## config.mk

```make
export PLATFORM = sky130hd
export DESIGN_NAME = param_ring_counter
export DESIGN_NICKNAME = d
export VERILOG_FILES = /design/src/rtl/param_ring_counter.sv
export SDC_FILE = /design/constraint.sdc
export NUM_CORES = 1
export LEC_CHECK = 0
export CAP_MARGIN = 20
export CORE_AREA = 2 2 39 41
export DETAILED_ROUTE_END_ITERATION = 12
export DIE_AREA = 0 0 41 43
export PLACE_DENSITY = 0.5
export SYNTH_ARGS = -nofsm -noshare
export SYNTH_HDL_FRONTEND = slang
export SYNTH_SLANG_ARGS = --single-unit
```

## constraint.sdc

```tcl
create_clock -name clk -period 1.2 [get_ports clk]
set_input_delay 0.24 -clock clk [delete_from_list [all_inputs] [get_ports clk]]
set_output_delay 0.24 -clock clk [all_outputs]
set_load 0.01 [all_outputs]
```

## src/rtl/param_ring_counter.sv

```systemverilog
// ---------------------------------------------------------------------------
// param_ring_counter
//
// Parameterised shift counter. JOHNSON=0 builds a one-hot ring counter whose
// home state is 0...01; JOHNSON=1 builds a Johnson (twisted ring) counter
// whose home state is all-zeros and which cycles through 2*WIDTH states.
//
// Optional feature (compile-time macro RING_SELF_CORRECT_EN):
//   when defined, any illegal state held in Q, or any illegal value
//   presented on a load, is replaced by the home state and err pulses for
//   one cycle. When undefined, illegal values are loaded and circulated
//   unchanged and err is held at 0.
//
// Parameters:
//   WIDTH    counter length in bits (2..32)
//   JOHNSON  0 = one-hot ring, 1 = Johnson
//
// Ports:
//   clk       rising-edge clock
//   reset     synchronous, active-high reset (Q <= home, wrap/err <= 0)
//   en        one shift per cycle when high
//   dir       0 = shift toward MSB, 1 = shift toward LSB
//   load      load load_val into Q (wins over en on the same edge)
//   load_val  parallel load value
//   Q         registered counter state
//   wrap      registered pulse: the previous edge shifted into home state
//   err       registered pulse: the previous edge corrected an illegal state
// ---------------------------------------------------------------------------
module param_ring_counter #(
    parameter int WIDTH   = 4,
    parameter bit JOHNSON = 1'b0
) (
    input  logic             clk,
    input  logic             reset,
    input  logic             en,
    input  logic             dir,
    input  logic             load,
    input  logic [WIDTH-1:0] load_val,
    output logic [WIDTH-1:0] Q,
    output logic             wrap,
    output logic             err
);

    localparam logic [WIDTH-1:0] HOME = JOHNSON ? '0 : WIDTH'(1);

    // One shift step in the selected mode and direction.
    function automatic logic [WIDTH-1:0] shift_next(input logic [WIDTH-1:0] v,
                                                    input logic d);
        logic [WIDTH-1:0] r;
        if (JOHNSON) begin
            r = d ? {~v[0], v[WIDTH-1:1]} : {v[WIDTH-2:0], ~v[WIDTH-1]};
        end else begin
            r = d ? {v[0], v[WIDTH-1:1]} : {v[WIDTH-2:0], v[WIDTH-1]};
        end
        return r;
    endfunction

`ifdef RING_SELF_CORRECT_EN
    // Ring: exactly one bit set.
    // Johnson: the reachable states are a run of ones anchored at the LSB
    // (0..01..1) or a run of ones anchored at the MSB (1..10..0). A value of
    // the first form satisfies v & (v+1) == 0; the second form is the
    // complement of the first.
    function automatic logic is_legal(input logic [WIDTH-1:0] v);
        logic [WIDTH-1:0] inv;
        logic             ok;
        inv = ~v;
        if (JOHNSON) begin
            ok = ((v & (v + WIDTH'(1))) == '0) || ((inv & (inv + WIDTH'(1))) == '0);
        end else begin
            ok = $onehot(v);
        end
        return ok;
    endfunction
`endif

    logic [WIDTH-1:0] q_next;
    logic [WIDTH-1:0] q_shift;
    logic             wrap_next;
    logic             err_next;

    assign q_shift = shift_next(Q, dir);

    // Priority below reset: load > correction (if compiled in) > shift > hold.
    always_comb begin
        q_next    = Q;
        wrap_next = 1'b0;
        err_next  = 1'b0;
        if (load) begin
            q_next = load_val;
`ifdef RING_SELF_CORRECT_EN
            if (!is_legal(load_val)) begin
                q_next   = HOME;
                err_next = 1'b1;
            end
`endif
        end
`ifdef RING_SELF_CORRECT_EN
        else if (!is_legal(Q)) begin
            q_next   = HOME;
            err_next = 1'b1;
        end
`endif
        else if (en) begin
            q_next    = q_shift;
            // Only a shift into home counts as a wrap; loads and
            // corrections that land on home do not.
            wrap_next = (q_shift == HOME);
        end
    end

    always_ff @(posedge clk) begin
        if (reset) begin
            Q    <= HOME;
            wrap <= 1'b0;
            err  <= 1'b0;
        end else begin
            Q    <= q_next;
            wrap <= wrap_next;
            err  <= err_next;
        end
    end

endmodule
```

==> out/summary.md, run 1 <==
The final critical path takes up 97.4% of the cycle. The critical hold path startpoint was en. The run gives 1 as the H-tree depth. The first global-routing pass estimated 1.23 mm of wire. For the total number of placement rows, the log shows 14. The worst vdd rail ir drop was 367 µV. For the post-layout worst setup margin, the log shows 31.3 ps. Across the routed clock network, the largest skew measured is 6.26 ps. The via count of the first global-routing pass was 296. The run gives 4 as the first-pass iteration count of the detailed router.

The routed layout has 306 vias. Startpoint-to-endpoint class of the critical path: flop to flop. The run finished with clean final reports. The critical path startpoint category is a flop. In this run the post-CTS setup repair buffer count came out at 0.

Counting every instance in the synthesized netlist gives 28. For this run, the total global-route usage over all layers was measured as 10.5%. The critical path data arrival time was 1300 ps. The tools report the buffer cell driving the clock tree root as clkbuf_4.

Routability-driven placement finished with a final weighted congestion of 0.714. The area growth from synthesis to layout is 75.1%. The ratio of routed vias to standard cells works out to 4.64. The logs give 519 µm² for the area of all placed cells without fillers and 1760 µm² for the die outline area. After detailed routing, the total wire length is 774 µm.

Synthesis inferred 5 register bits. The tools report the number of distinct standard cells referenced by the synthesized netlist as 21. Once detail routing completed, the nets flagged for antenna violations numbered 0. Worst min-delay path class: input pin to flop. The logs give 297 µm² for the combined area of all synthesized cells and 0 for the total congestion overflow. The tools report the initial antenna violation count as 0. The maximum frequency from static timing analysis came out at 0.856 GHz. The total power draw was 0.520 mW.

STA classifies the critical path endpoint as a flop. Ratio of total power to cell area: 1000 nW/µm². Hold repair after CTS inserted 0 buffers. For this run, the register share of the synthesized area comes to 33.8%.

The placeable core area came out at 1380 µm². The maximum fanout encountered on the critical timing path was 3; the starting DRC count in detailed routing was 5. Worst reg2reg path startpoint: Q[2].

The critical path starts at Q[2]. The max capacitance violation total is 0, and the clock sink count is 5. The final hold violation count is 0, and the instance area at placement is 483 µm².

For the worst-skew pair, the clock arrives at the later sink with an insertion delay of 250 ps. The final net count is 60. The count of buffers added on input and output ports is 13. The run gives 0 as the remaining routing DRC violations. The count of inserted antenna diode cells was 0; the post-synth net total was 37.

The floorplan step set the die width to 41 µm. In this run the vertical extent of the chip is 43 µm. At the worst endpoint, the required time is 1330 ps. Number of pins with negative max-slew slack in the final report: 0. The post-synthesis average cell area was 10.6 µm². The tools report the final setup violation count as 0. Fill cells in the final layout number 145.

The longest clock path from root to sink contains 2 buffers. The tools report the number of warnings issued by yosys as 0. The logs give 7 for the pin count of the biggest net entering global routing and 37.5% for the share of the core filled with cells in the final layout. Summed over all nets, the half-perimeter wirelength after detailed placement is 587 µm. In this run the static leakage power is 0.241 nW.

TritonCTS built the clock tree. Counting I/O delays and the setup requirement, the final critical path takes 1170 ps. The average wire per cell in the routed design works out to 11.7 µm. The effective utilization at floorplan is 21.4%. The run gives 3 as the number of buffers created by CTS. The proportion of layout cells with a drive suffix above 1 was 32.0%. Prior to clock tree synthesis, the placed netlist has a worst setup slack of -334 ps. For this design the top-level I/O count stands at 15. Setup repair after global routing left no endpoint under its margin. The clock-pin slew on the worst setup and hold paths works out to 50 ps.
final timing paths:
check             slack (ps)   end  cells past startpoint
setup / recovery          30  Q[1]                      3
hold / removal           460  Q[2]                      3
hold reg to reg          630  Q[2]                      2
setup reg to reg          30  Q[1]                      3
critical path, cell delays in order, from the launching register on:
cell	delay, ps
dfxtp_1	310
buf_4	140
mux2_4	250
a221o_1	340
layout make-up:
type,count,area (µm²),area share (%)
multi-input cells,20,185,35.7
repair buffers,21,188,36.1
flip-flops and latches,5,100,19.3
well taps,16,20.0,3.86
clock buffers,4,26.3,5.06
layout by cell type, fill, tap and decap left out, drive strengths merged, types with 2 or more instances in the layout:
cell type / instances
dlygate4sd2: 6
mux2: 2
nor4b: 2
a221o: 2
clkbuf: 4
nor3b: 2
mux2i: 2
dlymetal6s2s: 2
clkdlybuf4s50: 5
dfxtp: 5
buf: 8
where the power goes:
group          total (mW)  internal [mW]  switching (mW)  leakage [nW]
combinational       0.124         0.0761          0.0480         0.185
sequential          0.186          0.177         0.00863        0.0412
clock               0.210          0.127          0.0829        0.0150
Yosys cell counts:
cell / number / area [µm²]
nor2_1: 1 / 3.75
buf_2: 1 / 5.00
dfxtp_1: 5 / 100
nor4b_1: 2 / 17.5
a221o_1: 2 / 20.0
and4b_1: 1 / 10.0
or4b_1: 1 / 10.0
conb_1: 1 / 3.75
nor2b_1: 1 / 6.26
o221ai_1: 1 / 8.76
buf_4: 1 / 7.51
mux2i_1: 2 / 20.0
mux2_4: 1 / 15.0
nor3b_1: 1 / 7.51
mux2_2: 1 / 11.3
nor4_1: 1 / 6.26
buf_6: 1 / 11.3
nand2_1: 1 / 3.75
nor3b_2: 1 / 12.5
a211oi_1: 1 / 7.51
or3b_1: 1 / 8.76
through the flow:
step           setup TNS (ps)  std cells  hold slack (ps)
6_report                    0         66              464
5_1_grt                     0         66              512
4_1_cts                     0         66              577
3_5_place_dp            -1350         62              618
3_3_place_gp            -1280         62              613
2_1_floorplan               0         28              379
kinds of logic after synthesis:
family | count (synthesis) | synth area share [%]
buffers and inverters | 3 | 8.02
AO/OA/AOI/OAI | 4 | 12.2
AND/OR/NAND/NOR | 11 | 29.1
other | 1 | 1.26
flip-flops | 5 | 33.8
multiplexers | 4 | 15.6
flip-flops by register name (all words and copies together), names as in the netlist:
| signal | cells |
|---|---|
| wrap | 1 |
| Q | 4 |
what timing repair did:
item,CTS,global route
endpoints found under the setup margin,8,5
gates resized for setup,6,4
pin swaps,0,0
endpoints found under the hold margin,0,0
routing by layer:
metal | part of all wire [%] | routed length (µm) | up-vias | GRT usage [%]
met4 | 0.52 | 4 | 0 | 10.0
met5 | 0 | 0 | - | 0
met2 | 56 | 435 | 13 | 14.4
met1 | 39 | 299 | 139 | 13.2
li1 | - | - | 152 | -
met3 | 4.5 | 35 | 2 | 1.57
(Power assumes the default switching activity.)
==> inputs of run 2 (changes only) <==
--- a/config.mk
+++ b/config.mk
@@ -11,3 +11,5 @@
 export DIE_AREA = 0 0 41 43
-export PLACE_DENSITY = 0.5
+export DONT_BUFFER_PORTS = 1
+export GPL_ROUTABILITY_DRIVEN = 0
+export PLACE_DENSITY = 0.35
 export SYNTH_ARGS = -nofsm -noshare
--- a/constraint.sdc
+++ b/constraint.sdc
@@ -3,2 +3,2 @@
 set_output_delay 0.24 -clock clk [all_outputs]
-set_load 0.01 [all_outputs]
+set_load 0.02 [all_outputs]
==> run 2 against run 1 <==
  * Register-to-register slack improved by 100 ps
  * Global-route usage decreased by 1.6 points
  * Sequential power increased by 2%
  * First-iteration DRC count decreased by 60%
  * Highest routed layer unchanged
==> out/summary.md, run 2 (synthesized netlist as in run 1, its figures left out) <==
The maximum fanout encountered on the critical timing path works out to 5 (+2). The ratio of total power to cell area works out to 1310 nW/µm² (+31%). Max capacitance violation total: 0 (unchanged).

The run finished with clean final reports. The proportion of layout cells with a drive suffix above 1 is 30.3% (-1.7 points), and the number of pins with negative max-slew slack in the final report is 0 (unchanged). The run gives 0 (unchanged) as the hold buffer count at CTS.

The clock sink count is 5 (unchanged). The total of cells resized after clock tree synthesis was 0 (-6); the standby leakage power was 0.137 nW (-43%). The logs give 14 (unchanged) for the total number of placement rows and 161 (+11%) for the fill cell instance count of the final layout. Clock skew: 4.19 ps (-2.07 ps). The critical path startpoint category is a flop. The starting DRC count in detailed routing is 2 (-3). The global-route wire length before repair came out at 972 µm (-21%). The tools report the worst reg2reg path startpoint as Q[2]. Endpoint of the most critical register-to-register path: Q[1].

The largest buffer count on any clock path was 2 (unchanged); the die outline area was 1760 µm² (unchanged). The number of port buffers came out at 0 (-13). The first-pass iteration count of the detailed router is 2 (-2), and the via count of the first global-routing pass is 229 (-23%). The startpoint-to-endpoint class of the critical path was flop to flop. For the initial antenna violation count, the log shows 0 (unchanged). The area used by multi-input combinational logic came out at 173 µm² (-6.8%). The tools report the number of buffers created by CTS as 3 (unchanged). The flip-flop count of the largest register, all copies and words added works out to 4 (unchanged). The clock-pin slew on the worst setup and hold paths is 50 ps (about the same), and the area of all placed cells without fillers is 349 µm² (-33%). For the overall global routing resource usage, the log shows 8.94% (-1.6 points). The die width was 41 µm (unchanged); the fraction of power consumed by sequential logic was 41.4% (+5.6 points).

Count of inserted antenna diode cells: 0 (unchanged). The total internal power was 0.343 mW (-9.7%). The run gives 240 ps (about the same) as the worst-skew pair later-pin latency. For the count of vias placed by the detailed router, the log shows 240 (-22%). The final setup violation count was 0 (unchanged). The combinational power share was 15.5% (-8.4 points).

The cell sitting at the root of the clock tree is a clkbuf_4. The number of top-level pins came out at 15 (unchanged). The worst reg2reg path depth was 2 (-1); the switching component of the power was 0.115 mW (-17%). The final net count was 43 (-28%); the post-layout minimum cycle time was 1070 ps (-103 ps).

The switching share of power was 25.1% (-1.7 points). The ratio of routed vias to standard cells works out to 4.90 (+5.6%). The instance area at placement came out at 323 µm² (-33%). TritonCTS built the clock tree. Setup repair after global routing left no endpoint under its margin. The library cell contributing the largest single delay on the critical path was dfxtp_1. The count of buffers added by post-CTS timing repair for setup was 0 (unchanged); the total congestion overflow was 0 (unchanged).

The worst hold path stage count was 1 (-2). The register with the most flip-flops is Q. The share of the core filled with cells in the final layout came out at 25.2% (-12 points). The logs give 650 µm (-16%) for the total wire length and 0 ps (unchanged) for the setup TNS.

The area taken by flip-flops and latches is 100 µm² (unchanged), and the synthesis-to-finish area growth is 17.7%. The worst hold path begins at load_val[1]. The worst vdd rail ir drop came out at 473 µV (+29%). The count of nets left with antenna violations after detail routing is 0 (unchanged). The vertical extent of the die is 43 µm (unchanged), and the maximum frequency from static timing analysis is 0.938 GHz (+9.6%).

The critical path data arrival time came out at 1190 ps (-110 ps). The ratio of final minimum period to clock period was 88.8% (-8.6 points). The worst setup path is captured at a flop.

The final hold violation count was 0 (unchanged). In the final layout, the registers with the most flip-flops are Q: 4 flops, wrap: 1 flops. The pin count of the biggest net entering global routing was 10 (+3); the critical path data required time was 1330 ps (about the same). The signal on the critical path passes through mux2_4 -> a221o_1. The H-tree depth came out at 1 (unchanged).

The worst hold endpoint was Q[1]. The placeable core area is 1380 µm² (unchanged). The clock network fraction of design power was 43.1% (+2.8 points); the remaining routing DRC violations was 0 (unchanged). The largest stage delay on the critical path was 350 ps (about the same). The worst min-delay path class was input pin to flop. For the effective utilization at floorplan, the log shows 21.4% (unchanged). The average wire per cell in the routed design came out at 13.3 µm (+13%). The library cell used most frequently in the layout, excluding fill and tap cells, is dfxtp_1.

The tools report the register-to-register setup slack as 130 ps (+100 ps). In the layout the commonest cells are 5 x dfxtp_1, 4 x buf_4, 3 x clkbuf_4.
[run 2: power groups by stage]
stage	combinational, mW	sequential, mW	clock (mW)
floorplan	0.0504	0.203	0
global placement	0.0723	0.192	0
detailed placement	0.0715	0.193	0
CTS	0.0716	0.190	0.203
global route	0.0763	0.191	0.207
finish	0.0709	0.190	0.198
[run 2: critical path: cells and delay by family (launching register included)]
kind | cells | cell delay, ps
muxes | 1 | 270
AOI/OAI and AO/OA | 1 | 330
DFF | 1 | 350
[run 2: worst max path at each step]
stage                     depth (start not counted)  from  endpoint
after floorplan                                   2  Q[0]      Q[1]
after CTS                                         1  Q[2]      Q[2]
after detailed placement                          2  Q[2]      Q[1]
final                                             2  Q[2]      Q[1]
after global placement                            2  Q[2]      Q[1]
after global routing                              2  Q[2]      Q[1]
[run 2: final cells by class]
class / count / share of cell area (%)
clock buffers: 4 / 7.53
repair buffers: 4 / 8.60
multi-input cells: 20 / 49.5
well taps: 16 / 5.73
flip-flops and latches: 5 / 28.7
[run 2: per-stage QoR]
stage          setup slack [ps]  power (mW)  std cells  hold WS (ps)
3_3_place_gp                162       0.264         45           382
4_1_cts                     137       0.464         49           129
5_1_grt                     106       0.474         49           150
3_5_place_dp                151       0.264         45           382
2_1_floorplan              93.9       0.253         28           379
6_report                    134       0.458         49           137
[run 2: layer usage]
layer | track usage (%) | share of wire, % | vias up
met5 | 0 | 0 | -
met4 | 12.0 | 2.9 | 0
met3 | 2.62 | 12 | 2
met2 | 9.06 | 41 | 15
met1 | 11.9 | 44 | 105
li1 | - | - | 118
==> inputs of run 3 (changes only) <==
- CORE_AREA: 2 2 39 41 -> 4 4 41 43
- DIE_AREA: 0 0 41 43 -> 0 0 45 47
- clock period: 1.2 -> 1.34 ns (I/O delays scaled with it)
==> run 3 against run 2 <==
  * Global-route usage shrank 0.49 points
  * Non-clock buffer count shrank 1
  * Register-to-register slack gained 70 ps
  * Largest cell class unchanged
  * Setup slack gained 67 ps
  * Utilization grew 0.93 points
  * Flip-flop and latch count is the same
==> out/summary.md, run 3 (synthesized netlist as in run 1, its figures left out) <==
The run finished with clean final reports. The pin count of the biggest net entering global routing was 10 (unchanged); the final net count was 42 (-2.3%). The run gives 15 (unchanged) as the number of top-level pins. The number of port buffers was 0 (unchanged). The run gives 0 (unchanged) as the final hold violation count. The placeable core area is 1300 µm² (-6.0%). Walking the worst path, the cells encountered are mux2_4 -> a221o_1. Library cell contributing the largest single delay on the critical path: dfxtp_1. The worst setup path is launched from a flop. In this design, the largest share of critical-path delay is due to flip-flops. Clock-pin slew on the worst setup and hold paths: 50 ps (about the same).

Buffer cell driving the clock tree root: clkbuf_4. The post-layout minimum cycle time came out at 1140 ps (+73.4 ps). Setup repair after global routing left no endpoint under its margin. The run gives 26.2% (+0.93 points) as the share of the core filled with cells in the final layout. The worst-skew pair later-pin latency was 240 ps (about the same).

The total of cells resized after clock tree synthesis is 0 (unchanged). From synthesis to final layout, the design area changed by 14.8%. For the count of vias placed by the detailed router, the log shows 245 (+2.1%). The logs give 0 (unchanged) for the remaining routing DRC violations and 0.132 nW (-3.8%) for the standby leakage power.

Ratio of final minimum period to clock period: 85.0% (-3.8 points). The tools report the hold buffer count at CTS as 0 (unchanged). The largest registers in the layout are Q: 4 flops, wrap: 1 flops.

The tools report the max capacitance violation total as 0 (unchanged). The clock skew was 1.28 ps (-2.91 ps). The kind of end point of the critical path was a flop. The count of buffers added by post-CTS timing repair for setup is 0 (unchanged), and the effective utilization at floorplan is 22.8% (+1.4 points).

The tightest min-delay check is of the input pin to flop type. The clock sink count is 5 (unchanged), and the ratio of routed vias to standard cells is 5.21 (+6.4%). The maximum fanout encountered on the critical timing path was 5 (unchanged). The library cells used most frequently in the layout, excluding fill and tap cells, are 5 x dfxtp_1, 3 x clkbuf_4, 3 x buf_4. The via count of the first global-routing pass is 222 (-3.1%).

The tools report the total wire length as 760 µm (+17%). Total congestion overflow: 0 (unchanged). Largest stage delay on the critical path: 400 ps (+50 ps). The starting DRC count in detailed routing came out at 3 (+1). The ratio of total power to cell area works out to 1210 nW/µm² (-7.9%). The setup TNS was 0 ps (unchanged). The flip-flop count of the largest register, all copies and words added is 4 (unchanged), and the average wire per cell in the routed design is 16.2 µm (+22%).

Leaving out fill and tap cells, the most frequent cell in the layout is dfxtp_1. The vertical extent of the die came out at 47 µm (+9.3%). The tools report the first-pass iteration count of the detailed router as 4 (+2). The overall global routing resource usage is 8.45% (-0.49 points), and the final setup violation count is 0 (unchanged). The critical path in this run is classified as flop to flop. The register with the most flip-flops is Q. The initial antenna violation count came out at 0 (unchanged). The number of pins with negative max-slew slack in the final report was 0 (unchanged); the global-route wire length before repair was 1.17 mm (+21%).

The total number of placement rows was 13 (-1). The critical path data arrival time is 1270 ps (+80 ps), and the worst vdd rail ir drop is 555 µV (+17%). H-tree depth: 1 (unchanged). Count of inserted antenna diode cells: 0 (unchanged). The buffering stage count on the worst path with inverters included is 0 (unchanged). The die width was 45 µm (+9.8%); the maximum frequency from static timing analysis was 0.878 GHz (-6.4%). The proportion of layout cells with a drive suffix above 1 is 28.1% (-2.2 points), and the number of buffers created by CTS is 3 (unchanged). The largest buffer count on any clock path came out at 2 (unchanged). TritonCTS built the clock tree. The logs give 1470 ps (+140 ps) for the critical path data required time and 0 (unchanged) for the count of nets left with antenna violations after detail routing. For the die outline area, the log shows 2120 µm² (+20%).
## run 3: cell count changes in the layout (fill, tap and decap cells not counted)
| cell | previous run | this run |
|---|---|---|
| buf_4 | 4 | 3 |
## run 3: stage by stage
stage | instance area [µm²] | instances | hold WS, ps | power, mW | worst slack (ps)
floorplan | 297 | 28 | 407 | 0.227 | 234
global placement | 314 | 43 | 410 | 0.235 | 223
detailed placement | 314 | 43 | 410 | 0.235 | 209
CTS | 340 | 47 | 153 | 0.422 | 203
global route | 340 | 47 | 155 | 0.445 | 150
finish | 340 | 47 | 163 | 0.412 | 201
## run 3: area by class of cell
cell class | instances | area (µm²)
Fill cell | 146 | 961
Multi-Input combinational cell | 20 | 173
Sequential cell | 5 | 100
Clock buffer | 4 | 26.3
Timing Repair Buffer | 3 | 22.5
Tap cell | 15 | 18.8
## run 3: routing by layer
layer | global-route usage [%] | vias to the layer above | routed length (µm) | part of all wire [%]
met3 | 8.43 | 0 | 116 | 15
met4 | 1.75 | 0 | 0 | 0
li1 | - | 116 | - | -
met5 | 0 | - | 0 | 0
met1 | 9.98 | 116 | 338 | 44
met2 | 10.7 | 13 | 305 | 40
## run 3: final timing paths
kind	from	cells after the start	end	slack [ps]
worst max-delay path	Q[2]	2	Q[1]	200
worst min-delay path	load_val[1]	1	Q[1]	160
worst max register to register	Q[2]	2	Q[1]	200
worst min register to register	Q[3]	2	Q[0]	650
## run 3: worst reg2reg max path, cell delays in order (launching register included)
cell and delay [ps]:
dfxtp_1 400, mux2_4 290, a221o_1 330
## run 3: where the power goes
part / internal (mW) / switching (mW)
logic: 0.0331 / 0.0271
clock network: 0.113 / 0.0669
registers: 0.159 / 0.0127
